`src/rtl/hc_sr04_pkg.sv`:
```
// Shared definitions for the HC-SR04 emulator and controller cores.
// Holds the FSM state encoding, the slot register map and the bit positions
// of the ctrl and status registers. It has no ports.
package hc_sr04_pkg;

    typedef enum logic [2:0] {
        ST_IDLE,
        ST_TRIG_HI,
        ST_DELAY,
        ST_ECHO,
        ST_HOLDOFF
    } emu_state_t;

    // Slot register map; only addr[1:0] is decoded
    localparam logic [1:0] REG_WIDTH  = 2'd0;
    localparam logic [1:0] REG_DELAY  = 2'd1;
    localparam logic [1:0] REG_CTRL   = 2'd2;
    localparam logic [1:0] REG_STATUS = 2'd3;

    // ctrl register bits
    localparam int CTRL_ENABLE_BIT = 0;
    localparam int CTRL_DROP_BIT   = 1;

    // status register fields
    localparam int STAT_BUSY_BIT  = 0;
    localparam int STAT_ECHO_BIT  = 1;
    localparam int STAT_SHORT_LSB = 8;
    localparam int STAT_PULSE_LSB = 16;

endpackage

```
`src/rtl/sync_2ff.sv`:
```
// Two-flop synchronizer for a single asynchronous input.
// Ports:
//   clk     - destination clock
//   reset_n - asynchronous active-low reset, clears both flops
//   d       - asynchronous input
//   q       - synchronized output, two clk cycles behind d
module sync_2ff (
    input  logic clk,
    input  logic reset_n,
    input  logic d,
    output logic q
);

    logic meta;

    always_ff @(posedge clk or negedge reset_n) begin
        if (!reset_n) begin
            meta <= 1'b0;
            q    <= 1'b0;
        end else begin
            meta <= d;
            q    <= meta;
        end
    end

endmodule

```
`src/rtl/hc_sr04_emu_core.sv`:
```
// HC-SR04 sensor emulator on the MMIO slot bus. Validates the width of the
// trigger pulse, waits delay_reg ticks after the trigger falls, then drives
// echo high for width_reg ticks. A holdoff period follows each measurement.
// Ports:
//   clk, reset_n            - system clock, asynchronous active-low reset
//   cs, read, write, addr   - slot bus control (addr[1:0] decoded)
//   wr_data / rd_data       - slot write data / combinational read data
//   trigger                 - asynchronous trigger from the controller
//   echo                    - registered emulated echo
module hc_sr04_emu_core
    import hc_sr04_pkg::*;
#(
    parameter int unsigned MIN_TRIG_TICKS = 1000,
    parameter int unsigned HOLDOFF_TICKS  = 6000000
) (
    input  logic        clk,
    input  logic        reset_n,
    input  logic        cs,
    input  logic        read,
    input  logic        write,
    input  logic [4:0]  addr,
    input  logic [31:0] wr_data,
    output logic [31:0] rd_data,
    input  logic        trigger,
    output logic        echo
);

    localparam logic [31:0] MIN_TRIG  = 32'(MIN_TRIG_TICKS);
    localparam logic [31:0] HOLD_LAST = 32'(HOLDOFF_TICKS - 1);

    logic [31:0] width_reg, delay_reg;
    logic        enable, drop;
    logic [31:0] width_sh, delay_sh;
    logic        drop_sh;
    logic [7:0]  short_cnt;
    logic [15:0] pulse_cnt;
    emu_state_t  state, state_next;
    logic [31:0] cnt, cnt_next;
    logic        latch_shadow, short_inc, pulse_inc;
    logic        trig_s;
    logic        reg_wr;
    logic        unused_bus;

    // Reads have no side effects, so the read strobe and upper address bits are not needed
    assign unused_bus = &{1'b0, read, addr[4:2]};
    assign reg_wr     = cs && write;

    sync_2ff u_trig_sync (
        .clk     (clk),
        .reset_n (reset_n),
        .d       (trigger),
        .q       (trig_s)
    );

    always_ff @(posedge clk or negedge reset_n) begin
        if (!reset_n) begin
            state <= ST_IDLE;
            cnt   <= '0;
            echo  <= 1'b0;
        end else begin
            state <= state_next;
            cnt   <= cnt_next;
            // Registered from the next state so echo is high exactly while state is ST_ECHO
            echo  <= (state_next == ST_ECHO);
        end
    end

    // Next-state logic; clearing enable forces idle from any state
    always_comb begin
        state_next   = state;
        cnt_next     = cnt;
        latch_shadow = 1'b0;
        short_inc    = 1'b0;
        pulse_inc    = 1'b0;
        if (!enable) begin
            state_next = ST_IDLE;
            cnt_next   = '0;
        end else begin
            case (state)
                ST_IDLE: begin
                    if (trig_s) begin
                        state_next = ST_TRIG_HI;
                        cnt_next   = 32'd1;
                    end
                end
                ST_TRIG_HI: begin
                    if (trig_s) begin
                        if (cnt != '1) cnt_next = cnt + 32'd1;
                    end else if (cnt >= MIN_TRIG) begin
                        state_next   = ST_DELAY;
                        cnt_next     = '0;
                        latch_shadow = 1'b1;
                    end else begin
                        state_next = ST_IDLE;
                        cnt_next   = '0;
                        short_inc  = 1'b1;
                    end
                end
                ST_DELAY: begin
                    if (cnt == delay_sh) begin
                        if (drop_sh || (width_sh == '0)) begin
                            state_next = ST_HOLDOFF;
                            cnt_next   = '0;
                        end else begin
                            state_next = ST_ECHO;
                            cnt_next   = 32'd1;
                            pulse_inc  = 1'b1;
                        end
                    end else begin
                        cnt_next = cnt + 32'd1;
                    end
                end
                ST_ECHO: begin
                    if (cnt == width_sh) begin
                        state_next = ST_HOLDOFF;
                        cnt_next   = '0;
                    end else begin
                        cnt_next = cnt + 32'd1;
                    end
                end
                ST_HOLDOFF: begin
                    if (cnt == HOLD_LAST) begin
                        state_next = ST_IDLE;
                        cnt_next   = '0;
                    end else begin
                        cnt_next = cnt + 32'd1;
                    end
                end
                default: begin
                    state_next = ST_IDLE;
                    cnt_next   = '0;
                end
            endcase
        end
    end

    // Writable registers and the shadows that freeze a measurement's parameters
    always_ff @(posedge clk or negedge reset_n) begin
        if (!reset_n) begin
            width_reg <= '0;
            delay_reg <= '0;
            enable    <= 1'b0;
            drop      <= 1'b0;
            width_sh  <= '0;
            delay_sh  <= '0;
            drop_sh   <= 1'b0;
        end else begin
            if (reg_wr && (addr[1:0] == REG_WIDTH)) width_reg <= wr_data;
            if (reg_wr && (addr[1:0] == REG_DELAY)) delay_reg <= wr_data;
            if (reg_wr && (addr[1:0] == REG_CTRL)) begin
                enable <= wr_data[CTRL_ENABLE_BIT];
                drop   <= wr_data[CTRL_DROP_BIT];
            end
            if (latch_shadow) begin
                width_sh <= width_reg;
                delay_sh <= delay_reg;
                drop_sh  <= drop;
            end
        end
    end

    // Event counters; a status write clears both and beats a same-cycle increment
    always_ff @(posedge clk or negedge reset_n) begin
        if (!reset_n) begin
            short_cnt <= '0;
            pulse_cnt <= '0;
        end else if (reg_wr && (addr[1:0] == REG_STATUS)) begin
            short_cnt <= '0;
            pulse_cnt <= '0;
        end else begin
            if (short_inc && (short_cnt != 8'hFF)) short_cnt <= short_cnt + 8'd1;
            if (pulse_inc) pulse_cnt <= pulse_cnt + 16'd1;
        end
    end

    always_comb begin
        rd_data = '0;
        case (addr[1:0])
            REG_WIDTH:  rd_data = width_reg;
            REG_DELAY:  rd_data = delay_reg;
            REG_CTRL: begin
                rd_data[CTRL_ENABLE_BIT] = enable;
                rd_data[CTRL_DROP_BIT]   = drop;
            end
            REG_STATUS: begin
                rd_data[STAT_BUSY_BIT]          = (state != ST_IDLE);
                rd_data[STAT_ECHO_BIT]          = echo;
                rd_data[STAT_SHORT_LSB +: 8]    = short_cnt;
                rd_data[STAT_PULSE_LSB +: 16]   = pulse_cnt;
            end
        endcase
    end

endmodule
```
`config.mk`:
```
export PLATFORM = sky130hd
export DESIGN_NAME = hc_sr04_emu_core
export DESIGN_NICKNAME = d
export VERILOG_FILES = /design/src/rtl/hc_sr04_pkg.sv /design/src/rtl/sync_2ff.sv /design/src/rtl/hc_sr04_emu_core.sv
export SDC_FILE = /design/constraint.sdc
export NUM_CORES = 1
export LEC_CHECK = 0
export CORE_MARGIN = 4
export CORE_UTILIZATION = 30
export CTS_CLUSTER_DIAMETER = 150
export DETAILED_ROUTE_END_ITERATION = 8
export PLACE_DENSITY = 0.45
export SLEW_MARGIN = 10
export SYNTH_ARGS = -nofsm -noshare
export SYNTH_HDL_FRONTEND = slang
export SYNTH_SLANG_ARGS = --single-unit
export TNS_END_PERCENT = 1
```
`constraint.sdc`:
```
create_clock -name clk -period 5.45 [get_ports clk]
set_input_delay 0.545 -clock clk [delete_from_list [all_inputs] [get_ports clk]]
set_output_delay 0.545 -clock clk [all_outputs]
set_load 0.01 [all_outputs]
```
# Word level (Yosys, flattened, before mapping)
# Cells that the tools add are included.
word_totals:
  inputBits: 43
  output_inout_bits: 33
  reg_bits: 193
op_classes:
  magnitude_cmp: 1
  n_eq_ne: 15
  n_reduce_logical: 14
  add_sub_neg: 3
  mux: 37
ops:
  columns: ["operator", "n"]
  rows:
  - ["32-bit two-way mux", 7]
  - ["32-bit one-hot mux with 5 select lines", 1]
  - ["24-bit one-hot mux with 3 select lines", 1]
  - ["32-bit equality test", 2]
  - ["32-bit by 1-bit adder with 32-bit output (second input constant)", 1]
  - ["32-bit by 23-bit equality test with 1-bit output (second input constant)", 1]
  - ["32-bit by 10-bit >= comparator with 1-bit output (second input constant)", 1]
  - ["32-bit zero test", 1]
  - ["16-bit two-way mux", 2]
  - ["32-bit inequality test (second input constant)", 1]
  - ["3-bit two-way mux", 7]
  - ["16-bit by 1-bit adder with 16-bit output (second input constant)", 1]
  - ["8-bit two-way mux", 2]
  - ["3-bit one-hot mux with 5 select lines", 1]
  - ["1-bit two-way mux", 13]
  - ["6-bit one-hot mux with 2 select lines", 1]
  - ["3-bit by 2-bit equality test with 1-bit output (second input constant)", 3]
  - ["8-bit by 1-bit adder with 8-bit output (second input constant)", 1]
  - ["8-bit inequality test (second input constant)", 1]
  - ["2-bit one-hot mux with 4 select lines", 1]
  - ["1-bit logical AND", 6]
  - ["2-bit equality test (second input constant)", 2]
  - ["4-bit inequality test (second input constant)", 1]
  - ["2-bit nonzero test", 2]
  - ["10 further kinds", 10]

# Logic depth before layout (Yosys ltp)
depth:
  word_depth: 8
  ltp_mapped: 9

# By module
# A second synthesis with hierarchy kept.
hier_totals:
  hier_cells: 906
  area_unflattened_um2: 9909.5
modules_own_cells:
  columns: ["module", "seq_area_each_um2", "instances", "area_per_inst_um2", "cells_each"]
  rows:
  - ["hc_sr04_emu_core", 4779.6, 1, 9859.5, 904]
  - ["sync_2ff", 50.0, 1, 50.0, 2]

# Worst setup path after synthesis
# OpenSTA, ideal clock, no wires.
synth_timing:
  path_kind: "register -> register"
  startpoint: "reg cnt[26]"
  endpoint: "reg pulse_cnt[12]"
  path_buffers: 2
  path_slack_ns: 3.123
  stages_incl_launch_ff: 10
  arrival_time_ns: 2.249
  synth_period_minus_slack_ns: 2.327
  setup_time_ns: 0.078
  path_cell_list: "dfrtp_1 > buf_6 > xor2_1 > nor4_2 > nand4_2 > nor4_4 > nand4_1 > buf_2 > or3_1 > a21oi_1"
synth_via:
  elab_chain_len: 5
synth_lines:
  columns: ["element", "line_no", "rtl"]
  rows:
  - ["from (decl)", "hc_sr04_emu_core.sv:38", "logic [31:0] cnt, cnt_next;"]
  - ["from (signal assigned)", "hc_sr04_emu_core.sv:62", "cnt <= cnt_next;"]
  - ["32-bit equality test", "hc_sr04_emu_core.sv:100", "if (cnt == delay_sh) begin"]
  - ["1-bit two-way mux", "hc_sr04_emu_core.sv:100", null]
  - ["1-bit two-way mux", "hc_sr04_emu_core.sv:79", "case (state)"]
  - ["1-bit two-way mux", "hc_sr04_emu_core.sv:75", "if (!enable) begin"]
  - ["2-bit nonzero test (no source line)", null, null]
  - ["to (signal assigned)", "hc_sr04_emu_core.sv:172", "if (pulse_inc) pulse_cnt <= pulse_cnt + 16'd1;"]
  - ["to (decl)", "hc_sr04_emu_core.sv:36", "logic [15:0] pulse_cnt;"]
# Every way passes these cells.
# A chain may end at the register's enable or synchronous reset.

# Worst setup path after layout
layout_timing:
  startpoint: "in addr[1]"
  endpoint: "out rd_data[26]"
layout_via:
  elab_chain_len: 2
layout_lines:
  columns: ["element", "line_no", "rtl"]
  rows:
  - ["from (decl)", "hc_sr04_emu_core.sv:21", "input logic [4:0] addr,"]
  - ["2-bit equality test, or another cell as far along", "hc_sr04_emu_core.sv:178", "case (addr[1:0])"]
  - ["24-bit one-hot mux with 3 select lines *", "hc_sr04_emu_core.sv:178", null]
  - ["to (decl)", "hc_sr04_emu_core.sv:23", "output logic [31:0] rd_data,"]
# Every way passes the cells marked *; elsewhere a longest branch is shown, timed or not.

==> flow_summary.yaml <==
detailed_routing:
  dr_total_vias: 6884
  dr.pass1.iters: 4
  drtAntennaViolNets: 0
  remaining_drc_errors: 0
  via_per_inst: 5.00
  routed_wl_um: 27300
  first_iter_violations: 457
  wire_per_inst_um: 19.8
yosys:
  synth_nets: 940
  yosys.area.top_type_share_pct: 48.2
  synth-edff-count: 0
  synth_top_area_cell: "dfrtp_1"
  synthArstFlopShare_pct: 100
  synthTopCellsByArea: "dfrtp_1 48%, mux2_2 15%, xor2_1 6.0%, o21ai_0 3.4%, mux2i_1 3.2%"
  syn_inst: 893
  post_synth_num_cell_types: 50
  synth_ff_type: "dfrtp_1"
  syn_area_per_cell_um2: 11.2
  synth_area_um2: 10000
  ys_seq_elements: 193
  ys_warn_count: 0
  seq_area_frac_synth_pct: 48.2
cts:
  cts_buffers: 17
  cts_max_level: 4
  clk_path_buf_depth: 2
  cts_setup_buffers: 0
  cts_hold_buf: 0
  cts_tree: "built"
  cts-resized-gates: 0
  clock_sinks: 193
  clkLatencyLatePin_ns: 0.43
  root_buffer: "clkbuf_16"
  clk_pin_slew_ns: 0.08
floorplan:
  rows: 66
  die_height_um: 191
  io_pins: 76
  design.die.area_um2: 36400
  core_area_um2: 32700
  start_util_pct: 30.6
  die_x_um: 191
pwr:
  p_int_uw: 2660
  p_leak_uw: 0.00552
  pwr-share-comb_pct: 13.5
  p_sw_uw: 926
  switching_share_pct: 25.9
  power_uw: 3580
  seqPwrFrac_pct: 47.1
  powerDensity_nw_per_um2: 308
  vdd_drop_max_mv: 0.173
  clkPwrFrac_pct: 39.4
cells_and_area:
  synthToLayoutAreaGrowth_pct: 16.3
  final_nets: 969
  ff_latch_area_um2: 4830
  num-fill-cells: 3319
  multi_input_area_um2: 4790
  drive_gt1_share_pct: 20.5
  final_area_um2: 11600
  diodes: 0
setup_path:
  max_stage_delay_ns: 0.87
  cp.required_ns: 4.91
  cp_top_family: "buffers and inverters"
  worst_ep_arrival_time_ns: 3.17
  r2r_slack_ns: 2.16
  crit_type: "in -> out"
  cp_slowest_cell: "and2_1"
  path_cells: "clkdlybuf4s50_1 > buf_4 > and2_1 > nand2_1 > o21ai_0 > clkdlybuf4s50_1"
  crit_buf_inv: 3
  cpMostUsedCell: "clkdlybuf4s50_1"
  crit_path_start_kind: "primary input"
  cp-end-kind: "primary output"
  path_max_fanout: 36
sta:
  tns_ns: 0
  maxSlewHeadroom_pct: 22.0
  post-route-period-util_pct: 68.2
  max_freq_mhz: 269
  hold_viol: 0
  max_slew.worst_pin.slew_ns: 1.16
  clock_skew_ns: 0.0109
  drv_slew: 0
  setup_viol: 0
  rsz0062_at_grt: "no"
  fin_crit_ns: 3.72
placed_design:
  gp_congestion: 0.845
  hpwl_um: 19700
  dpl_cell_area_um2: 11000
  numPortBuffers: 71
status:
  outcome: "finished, final reports clean"
job:
  max_cap_viol_count: 0
global_routing:
  grt_pass1_wl_um: 42800
  grt_max_degree: 120
  antenna_found_initial: 0
  grt_usage_pct: 15.4
  gr-total-overflow: 0
  grt_pass1_vias: 7048
hold_path:
  hold_class: "in -> async"
-- metal layers --
metal | share of wire, % | GRT usage (%) | up-vias
met5 | 0 | 0 | -
met3 | 2.9 | 2.80 | 27
met2 | 46 | 24.0 | 102
met4 | 1.7 | 3.95 | 0
met1 | 49 | 22.1 | 3479
li1 | - | - | 3276
-- worst paths after layout --
check,startpoint,end,depth (start not counted)
worst min-delay path,reset_n,cnt[15],1
worst max register to register,cnt[13],pulse_cnt[4],7
worst min register to register,u_trig_sync.meta,u_trig_sync.q,0
min in group clk,u_trig_sync.meta,u_trig_sync.q,0
worst max-delay path,addr[1],rd_data[26],6
max in group asynchronous,reset_n,width_sh[23],2
-- layout by cell type, fill, tap and decap left out, types with 4 or more instances in the layout --
cell,instances
dfrtp_1,193
mux2_2,131
xor2_1,69
clkdlybuf4s50_1,69
o21ai_0,68
nand2_1,49
nor2_1,33
mux2i_1,32
nor4_1,30
a22o_1,22
nand4_1,20
a21oi_1,19
clkbuf_16,17
nor2b_1,16
nand3_1,16
nor3_1,15
and3_1,15
or3_1,14
and2_1,10
inv_1,9
buf_4,7
a21o_1,6
nand2b_1,5
and4_1,5
nor4b_1,5
bufinv_16,5
nor4_2,4
ha_1,4
-- cell families (layout without fill, tap and decap cells) --
logic type	after synthesis	in the layout	share of synthesized area (%)
mux	165	165	18.4
flops	193	193	48.2
buf+inv	78	120	4.04
compound gates	130	130	8.17
xor+xnor	72	72	6.30
fa+ha+maj	4	4	0.500
simple gates	251	251	14.4
-- layout make-up --
class,count,area share [%]
repair buffers,79,6.71
well taps,442,4.75
multi-input cells,622,41.1
clock buffers,20,3.92
inverters,9,0.290
flip-flops and latches,193,41.5
clock inverters,12,1.75
-- through the flow --
stage	cells	util, %	hold WS (ns)	worst slack [ns]
2_1_floorplan	893	-	0.249	3.12
3_3_place_gp	1345	33.6	0.341	1.70
3_5_place_dp	1345	33.6	0.337	1.69
4_1_cts	1377	35.6	0.153	1.68
5_1_grt	1377	35.6	0.164	1.55
6_report	1377	35.6	0.116	1.73
-- power by group through the flow --
stage	Clock, uW	Sequential (uW)	Combinational (uW)
floorplan	0	1660	290
global placement	0	1720	488
detailed placement	0	1720	491
CTS	1450	1690	494
global route	1510	1710	537
finish	1410	1690	482
-- cell usage after synthesis (2+ instances only) --
master    count
and2_1       10
nand4_2       2
nor3_1       16
inv_1         9
xor2_1       69
o21ba_2       2
mux4_2        2
o21ai_0      68
nor4b_1       5
a22o_1       22
buf_2        23
mux2_2      131
nor2_1       34
nand4b_1      2
or3_1        14
clkbuf_1     28
buf_6         9
buf_4         4
nand2_1      50
nor4_2        4
and4_1        5
ha_1          4
mux2i_1      32
a21oi_1      19
o211ai_1      3
and3_1       15
xnor2_1       3
dfrtp_1     193
nand2b_1      5
nor2b_1      16
nor4_1       30
nand3_1      16
buf_1         5
nand4_1      20
a21o_1        6
nor4_4        3
No activity file was read; power rests on OpenSTA's default activity.
